--- config.mk ---
export PLATFORM = sky130hd
export DESIGN_NAME = nn_frame_feeder
export DESIGN_NICKNAME = d
export VERILOG_FILES = /design/src/rtl/nn_feeder_pkg.sv /design/src/rtl/nn_frame_assembler.sv /design/src/rtl/nn_frame_feeder.sv
export SDC_FILE = /design/constraint.sdc
export NUM_CORES = 1
export LEC_CHECK = 0
export CAP_MARGIN = 20
export CORE_MARGIN = 3
export CORE_UTILIZATION = 40
export DETAILED_ROUTE_END_ITERATION = 6
export PLACE_DENSITY = 0.66
export SLEW_MARGIN = 20
export SYNTH_ARGS = -nofsm -noshare
export SYNTH_HDL_FRONTEND = slang
export SYNTH_HIERARCHICAL = 1
export SYNTH_SLANG_ARGS = --single-unit
--- constraint.sdc ---
create_clock -name clk -period 11 [get_ports clk]
set_clock_uncertainty 0.15 [all_clocks]
set_input_delay 2.2 -clock clk [delete_from_list [all_inputs] [get_ports clk]]
set_output_delay 2.2 -clock clk [all_outputs]
set_load 0.1 [all_outputs]
--- src/rtl/nn_feeder_pkg.sv ---
// Shared definitions for the neural-network frame feeder.
//   state_e       : feeder FSM states
//   NB            : bytes per frame at the default geometry
//   TIMEOUT_CLASS : class code reported when the network never signals done
package nn_feeder_pkg;

  typedef enum logic [2:0] {
    COLLECT,
    LABEL,
    LOAD,
    WAIT,
    RESULT
  } state_e;

  localparam int unsigned DEF_IMAGE_BITS = 256;
  localparam int unsigned DEF_BYTE_WIDTH = 8;
  localparam int unsigned NB             = DEF_IMAGE_BITS / DEF_BYTE_WIDTH;
  localparam logic [3:0]  TIMEOUT_CLASS  = 4'hF;

endpackage

--- src/rtl/nn_frame_assembler.sv ---
// Byte-to-vector assembler. Byte k of a frame is written to
// image_o[k*BYTE_WIDTH +: BYTE_WIDTH]; the counter wraps after the last byte.
//   clk, reset         : clock, async active-high reset
//   wr_en_i            : accept data_i this cycle
//   data_i             : image byte
//   frame_complete_o   : current write is the last byte of the frame
//   cnt_zero_o         : byte counter is at the start of a frame
//   image_o            : assembled image vector (held until overwritten)
module nn_frame_assembler #(
  parameter int unsigned IMAGE_BITS = 256,
  parameter int unsigned BYTE_WIDTH = 8
) (
  input  logic                  clk,
  input  logic                  reset,
  input  logic                  wr_en_i,
  input  logic [BYTE_WIDTH-1:0] data_i,
  output logic                  frame_complete_o,
  output logic                  cnt_zero_o,
  output logic [IMAGE_BITS-1:0] image_o
);

  localparam int unsigned NBY = IMAGE_BITS / BYTE_WIDTH;
  localparam int unsigned CW  = (NBY > 1) ? $clog2(NBY) : 1;
  localparam logic [CW-1:0] LAST = CW'(NBY - 1);

  logic [CW-1:0]         cnt_q, cnt_d;
  logic [IMAGE_BITS-1:0] image_q;

  always_comb begin
    cnt_d = cnt_q;
    if (wr_en_i) begin
      cnt_d = (cnt_q == LAST) ? '0 : cnt_q + 1'b1;
    end
  end

  always_ff @(posedge clk or posedge reset) begin
    if (reset) begin
      cnt_q   <= '0;
      image_q <= '0;
    end else begin
      cnt_q <= cnt_d;
      if (wr_en_i) begin
        image_q[cnt_q*BYTE_WIDTH +: BYTE_WIDTH] <= data_i;
      end
    end
  end

  assign frame_complete_o = wr_en_i && (cnt_q == LAST);
  assign cnt_zero_o       = (cnt_q == '0);
  assign image_o          = image_q;

endmodule

--- src/rtl/nn_frame_feeder.sv ---
// Front end for the neural-network classifier: collects an image byte
// stream, pulses nn_load, waits for a rising nn_done (or a timeout) and
// returns the class over a valid/ready handshake.
// Optional feature macro: SCORE_EN (label byte per frame plus
// correct_count/total_count scoring counters).
//   clk, reset                  : clock, async active-high reset
//   in_data/in_valid/in_ready   : image byte stream (label byte with SCORE_EN)
//   nn_input, nn_load           : vector and start pulse to the network
//   nn_done, nn_max             : completion and class from the network
//   result_class/_timeout/_valid/_ready : result handshake
//   busy                        : high unless idle at the start of a frame
//   correct_count, total_count  : scoring counters (SCORE_EN only)
module nn_frame_feeder
  import nn_feeder_pkg::*;
#(
  parameter int unsigned IMAGE_BITS     = DEF_IMAGE_BITS,
  parameter int unsigned BYTE_WIDTH     = DEF_BYTE_WIDTH,
  parameter int unsigned CLASS_BITS     = 4,
  parameter int unsigned TIMEOUT_CYCLES = 4096,
  parameter int unsigned CNT_WIDTH      = 16
) (
  input  logic                  clk,
  input  logic                  reset,
  input  logic [BYTE_WIDTH-1:0] in_data,
  input  logic                  in_valid,
  output logic                  in_ready,
  output logic [IMAGE_BITS-1:0] nn_input,
  output logic                  nn_load,
  input  logic                  nn_done,
  input  logic [CLASS_BITS-1:0] nn_max,
  output logic [CLASS_BITS-1:0] result_class,
  output logic                  result_timeout,
  output logic                  result_valid,
  input  logic                  result_ready,
`ifdef SCORE_EN
  output logic [CNT_WIDTH-1:0]  correct_count,
  output logic [CNT_WIDTH-1:0]  total_count,
`endif
  output logic                  busy
);

  localparam int unsigned TW = (TIMEOUT_CYCLES > 2) ? $clog2(TIMEOUT_CYCLES) : 1;
  localparam logic [TW-1:0] TIMER_LAST = TW'(TIMEOUT_CYCLES - 1);

  state_e                state_q;
  logic                  in_ready_q;
  logic                  nn_load_q;
  logic [TW-1:0]         timer_q;
  logic                  done_prev_q;
  logic [CLASS_BITS-1:0] result_class_q;
  logic                  result_timeout_q;
  logic                  result_valid_q;
`ifdef SCORE_EN
  logic [CLASS_BITS-1:0] label_q;
  logic [CNT_WIDTH-1:0]  correct_q;
  logic [CNT_WIDTH-1:0]  total_q;
`endif

  logic byte_wr;
  logic frame_complete;
  logic cnt_zero;
  logic done_rise;

  // Only image bytes reach the assembler; the label byte is captured here.
  assign byte_wr   = in_valid && in_ready_q && (state_q == COLLECT);
  assign done_rise = nn_done && !done_prev_q;

  nn_frame_assembler #(
    .IMAGE_BITS (IMAGE_BITS),
    .BYTE_WIDTH (BYTE_WIDTH)
  ) u_assembler (
    .clk              (clk),
    .reset            (reset),
    .wr_en_i          (byte_wr),
    .data_i           (in_data),
    .frame_complete_o (frame_complete),
    .cnt_zero_o       (cnt_zero),
    .image_o          (nn_input)
  );

  always_ff @(posedge clk or posedge reset) begin
    if (reset) begin
      state_q          <= COLLECT;
      in_ready_q       <= 1'b0;
      nn_load_q        <= 1'b0;
      timer_q          <= '0;
      done_prev_q      <= 1'b0;
      result_class_q   <= '0;
      result_timeout_q <= 1'b0;
      result_valid_q   <= 1'b0;
`ifdef SCORE_EN
      label_q          <= '0;
      correct_q        <= '0;
      total_q          <= '0;
`endif
    end else begin
      done_prev_q <= nn_done;
      case (state_q)
        COLLECT: begin
          in_ready_q <= 1'b1;
          if (frame_complete) begin
`ifdef SCORE_EN
            state_q    <= LABEL;
`else
            state_q    <= LOAD;
            nn_load_q  <= 1'b1;
            in_ready_q <= 1'b0;
`endif
          end
        end
        LABEL: begin
`ifdef SCORE_EN
          if (in_valid && in_ready_q) begin
            label_q    <= in_data[CLASS_BITS-1:0];
            state_q    <= LOAD;
            nn_load_q  <= 1'b1;
            in_ready_q <= 1'b0;
          end
`else
          state_q <= COLLECT;
`endif
        end
        LOAD: begin
          nn_load_q <= 1'b0;
          timer_q   <= '0;
          state_q   <= WAIT;
        end
        WAIT: begin
          // A done edge wins over a timeout landing in the same cycle.
          if (done_rise) begin
            result_class_q   <= nn_max;
            result_timeout_q <= 1'b0;
            result_valid_q   <= 1'b1;
            state_q          <= RESULT;
          end else if (timer_q == TIMER_LAST) begin
            result_class_q   <= CLASS_BITS'(TIMEOUT_CLASS);
            result_timeout_q <= 1'b1;
            result_valid_q   <= 1'b1;
            state_q          <= RESULT;
          end else begin
            timer_q <= timer_q + 1'b1;
          end
        end
        RESULT: begin
          if (result_ready) begin
            result_valid_q <= 1'b0;
            in_ready_q     <= 1'b1;
            state_q        <= COLLECT;
`ifdef SCORE_EN
            if (total_q != '1) begin
              total_q <= total_q + 1'b1;
            end
            if (!result_timeout_q && (result_class_q == label_q) && (correct_q != '1)) begin
              correct_q <= correct_q + 1'b1;
            end
`endif
          end
        end
        default: state_q <= COLLECT;
      endcase
    end
  end

  assign in_ready       = in_ready_q;
  assign nn_load        = nn_load_q;
  assign result_class   = result_class_q;
  assign result_timeout = result_timeout_q;
  assign result_valid   = result_valid_q;
  assign busy           = (state_q != COLLECT) || !cnt_zero;
`ifdef SCORE_EN
  assign correct_count  = correct_q;
  assign total_count    = total_q;
`endif

endmodule

* After elaboration in Yosys (flattened, before gate mapping) *
Cells that the tools add are included.

word-level totals
  input port bits = 17
  logic and storage cells = 68
  register bits after elaboration = 285
  output and inout port bits = 265

operators by class
  reductions and logical operators = 21
  add/sub/neg operators = 3
  shift operators = 2
  eq/ne operators = 10
  multiplexer cells = 22

operators with widths
  operator                                                                   count
  256-bit bitwise mux                                                        1
  8-bit by 34-bit variable shift with 256-bit output (first input constant)  1
  8-bit by 34-bit indexed part select with 256-bit output                    1
  8-bit negation with 34-bit output                                          1
  12-bit 2-to-1 mux                                                          2
  12-bit case mux with 2 select lines                                        1
  12-bit by 1-bit adder with 12-bit output (second input constant)           1
  12-bit == test (second input constant)                                     1
  3-bit 2-to-1 mux                                                           4
  3-bit case mux with 4 select lines                                         1
  2-bit nonzero test                                                         5
  3-bit AND reduction                                                        3
  4-bit 2-to-1 mux                                                           2
  2-bit inequality test (second input constant)                              4
  1-bit 2-to-1 mux                                                           7
  3-bit by 2-bit == test with 1-bit output (second input constant)           2
  1-bit case mux with 2 select lines                                         3
  2-bit AND reduction                                                        3
  5-bit by 1-bit adder with 5-bit output (second input constant)             1
  5-bit == test (second input constant)                                      1
  5-bit logical NOT                                                          1
  5-bit 2-to-1 mux                                                           1
  1-bit logical AND                                                          4
  3-bit == test (second input constant)                                      1
  other kinds (5)                                                            6

* Depth between registers and ports, before layout *
  word-level depth = 5
  depth in mapped cells = 11
  mapped depth without buffers = 8

* Modules after synthesis *
The synthesis kept the hierarchy.

by module, submodules not included
  module              area each (µm²)  cells each  times used  sequential area each (µm²)
  nn_frame_assembler  11,151.9         859         1           6,531.3
  nn_frame_feeder     1,291.2          133         1           600.6

* Worst setup path after synthesis *
OpenSTA, ideal clock, no wires.

  path type = register -> output
  start point = register u_assembler.cnt_q[0]
  end point = output port busy
  buffers on the path = 1
  data required time = 8.650 ns
  arrival = 2.006 ns
  slack = 6.644 ns
  cell stages (with the launch flop) = 7
  path through = dfrtp_1 buf_2 inv_1 ha_1 nor3b_1 ha_1 nand2_1

between the ends
  longest elaborated chain between the ends = 3

RTL lines
  element                   line                      RTL
  start: declaration        nn_frame_assembler.sv:26  logic [CW-1:0] cnt_q, cnt_d;
  start signal: assignment  nn_frame_assembler.sv:41  cnt_q <= cnt_d;
  5-bit logical NOT         nn_frame_assembler.sv:49  assign cnt_zero_o = (cnt_q == '0);
  via cnt_zero              nn_frame_feeder.sv:61     logic cnt_zero;
  1-bit logical NOT         nn_frame_feeder.sv:169    assign busy = (state_q != COLLECT) || !cnt_zero;
  1-bit logical OR          nn_frame_feeder.sv:169
  end: declaration          nn_frame_feeder.sv:39     output logic busy

The timed path passes the listed nets, and every way through them passes these cells.

* Worst setup path in the final report *
Ends and elaborated chain as after synthesis.

==> summary.txt <==
Worst setup path
  • FF-to-FF path depth: 8
  • Worst r2r src: u_assembler/cnt_q[0]
  • Critical Path RT: 8.65 ns
  • Critical path fanouts, max: 15
  • Capture point of the worst path: busy
  • Arrival time at the worst endpoint: 3.41 ns
  • Worst Setup SP: u_assembler/cnt_q[0]
  • Worst R2R Setup Slack: 6.76 ns
  • Worst r2r dst: u_assembler/image_o[154]
  • CP endpoint kind: output pin
  • CP startpoint kind: flop
  • Critical path class: reg -> out

Timing
  • Fmax: 173.8 MHz
  • Rel. slew slack: 26.05%
  • RSZ-0062 raised after global routing: false
  • Slew @ Worst Pin: 1.106 ns
  • Final hold vios: 0
  • Final period util: 52.32%
  • Final Slew Violations: 0
  • Min Tclk post-route: 5.755 ns
  • Final number of setup-violating endpoints: 0
  • TNS Setup: 0 ns

Floorplan
  • I/O Pins: 282
  • Die height: 182.4 µm
  • Rows: 63
  • Die area: 33260 µm²
  • Initial core utilization: 41.32%
  • Core ar.: 30110 µm²
  • Die width: 182.4 µm

Synth
  • Most used DFF post-synth: dfrtp_1
  • Synth async-reset ratio: 100.0%
  • Yosys reg bits: 285
  • Yosys cell types: 65
  • Area share of the leading cell type in the synthesized netlist: 57.32%
  • Average size of a mapped cell: 12.54 µm²
  • Post-synth EDFFs: 0
  • Mapped Area: 12440 µm²
  • Synth area leaders: dfrtp_1 (57%), mux2_2 (19%), nor2_1 (2.8%)
  • Sequential share of the synthesized area: 57.32%
  • Syn Inst Count: 992
  • Syn nets: 1014
  • Synthesis Warnings: 6
  • Cell taking the most area after synthesis: dfrtp_1

Routing
  • Drt wl/cell: 22.25 µm
  • Met3 wire len: 2699 µm
  • 1st-iter DRT viols: 554
  • DRT Pass-1 Iters: 7
  • Vias per inst: 5.394
  • Met1 WL: 15870 µm
  • Routed wire length: 37100 µm
  • Total number of vias: 8991
  • Highest routed layer: met4
  • Post-route ant nets: 0
  • DRC: 0
  • Met2 wire len: 17660 µm

Final layout
  • Share of layout cells above drive strength 1: 24.90%
  • Final instance area: 16680 µm²
  • Nets: 1280
  • N_diodes: 0
  • Fillers: 2590
  • Synthesis-to-finish area growth: 34.07%

Clock network
  • Clock Path Buffers: 3
  • PostCTS Resize Cnt: 0
  • Clock Sinks: 285
  • Hold buffers post-CTS: 0
  • CTS buffer count: 30
  • Worst skew pair latency: 0.55 ns
  • Max H-tree Level: 1
  • CTS tree: done
  • Worst-path clk slew: 0.06 ns
  • CTS root buffer: clkbuf_16
  • Post-CTS setup repair buffer count: 0

Outcome
  • Outcome: finished, final reports clean

Place
  • Placed Area: 15620 µm²
  • Final Wtd Congestion: 0.8219
  • HPWL after DPL: 25350 µm
  • Port bufs: 281

Min path
  • Class of the worst hold path: reg -> reg
  • Hold Startpoint: u_assembler/image_o[4]

GRT
  • GRT Total Usage: 21.91%
  • Vias in the first global route: 9288
  • Initial antenna violation count: 0
  • Grt ovf: 0
  • First-pass GRT wire length: 57530 µm
  • Largest net degree at the start of global routing: 102

Job
  • Max-cap violations: 0
[per-layer routing]
| metal | up-vias | global-route usage, % |
|---|---|---|
| met5 | - | 0 |
| met4 | 0 | 5.332 |
| met3 | 49 | 5.820 |
| met2 | 282 | 36.01 |
| met1 | 4574 | 29.12 |
| li1 | 4086 | - |
[Yosys cell counts, types with 8 or more instances]
cell type and count:
dfrtp_1 285, mux2_2 211, nor2_1 94, nand2_1 58
nor3_1 47, o21ai_0 34, clkbuf_1 31, o31ai_1 22
buf_2 17, nand3_1 17, mux2_4 16, inv_1 12
o41ai_1 12, and2_1 10, nand2b_1 8
[worst min path at each step]
| stage | end | slack [ns] | depth (start not counted) |
|---|---|---|---|
| after global placement | u_assembler/image_o[1] | 0.32 | 2 |
| after detailed placement | u_assembler/image_o[4] | 0.32 | 2 |
| after global routing | result_class[2] | 0.36 | 1 |
| after CTS | u_assembler/image_o[4] | 0.34 | 2 |
| after floorplan | timer_q[9] | 0.32 | 1 |
| final | u_assembler/image_o[4] | 0.33 | 2 |
[layout make-up]
type | instances | area, µm² | area share (%)
flip-flops and latches | 285 | 7132 | 42.75
well taps | 390 | 488.0 | 2.925
clock buffers | 41 | 883.3 | 5.295
repair buffers | 291 | 2919 | 17.50
clock inverters | 10 | 152.6 | 0.9150
inverters | 12 | 52.55 | 0.3150
multi-input cells | 638 | 5055 | 30.30
[through the flow]
stage	setup slack [ns]	utilization, %	std cells	hold WS [ns]
5_1_grt	5.037	55.40	1667	0.3573
3_5_place_dp	5.460	51.87	1615	0.3248
4_1_cts	5.207	55.31	1666	0.3384
3_3_place_gp	5.571	51.75	1614	0.3151
6_report	5.245	55.40	1667	0.3342
2_1_floorplan	1.467	-	992	0.3150
[critical path, cell delays in order (launching register included)]
cell and delay [ns]:
dfrtp_1 0.61, inv_1 0.18, ha_1 0.33, nor3b_1 0.19, ha_1 0.30, nand2_1 0.11, clkdlybuf4s50_1 1.14
[layout by cell type, fill, tap and decap left out, types with 7 or more instances in the layout]
cell type	count
nand2_1	58
clkbuf_16	31
dfrtp_1	285
o41ai_1	12
mux2_2	211
clkbuf_8	7
and2_1	10
nor3_1	47
nand3_1	17
o31ai_1	22
nand4_1	7
o21ai_0	34
mux2_4	16
buf_4	7
clkdlybuf4s50_1	281
inv_1	11
nand2b_1	8
nor2_1	94
[registers in the layout, summed over array words and instances, names as in the netlist]
signal,cells
in_ready,1
result_valid,1
u_assembler/image_o,256
nn_load,1
timer_q,12
state_q,3
done_prev_q,1
result_timeout,1
u_assembler/cnt_q,5
result_class,4
[cells by family (layout without fill, tap and decap cells)]
group / Yosys count / in the layout / synth area share (%)
buffers and inverters: 69 / 354 / 2.463
DFF: 285 / 285 / 57.32
xor gates and xnor gates: 2 / 2 / 0.2012
and+or+nand+nor: 300 / 300 / 12.66
adders and majority gates: 5 / 5 / 0.5028
muxes: 231 / 231 / 21.35
AOI/OAI and AO/OA: 100 / 100 / 5.510
Power is not shown: default switching activity piles up to over one toggle a cycle in this logic, so the estimate is an artifact.
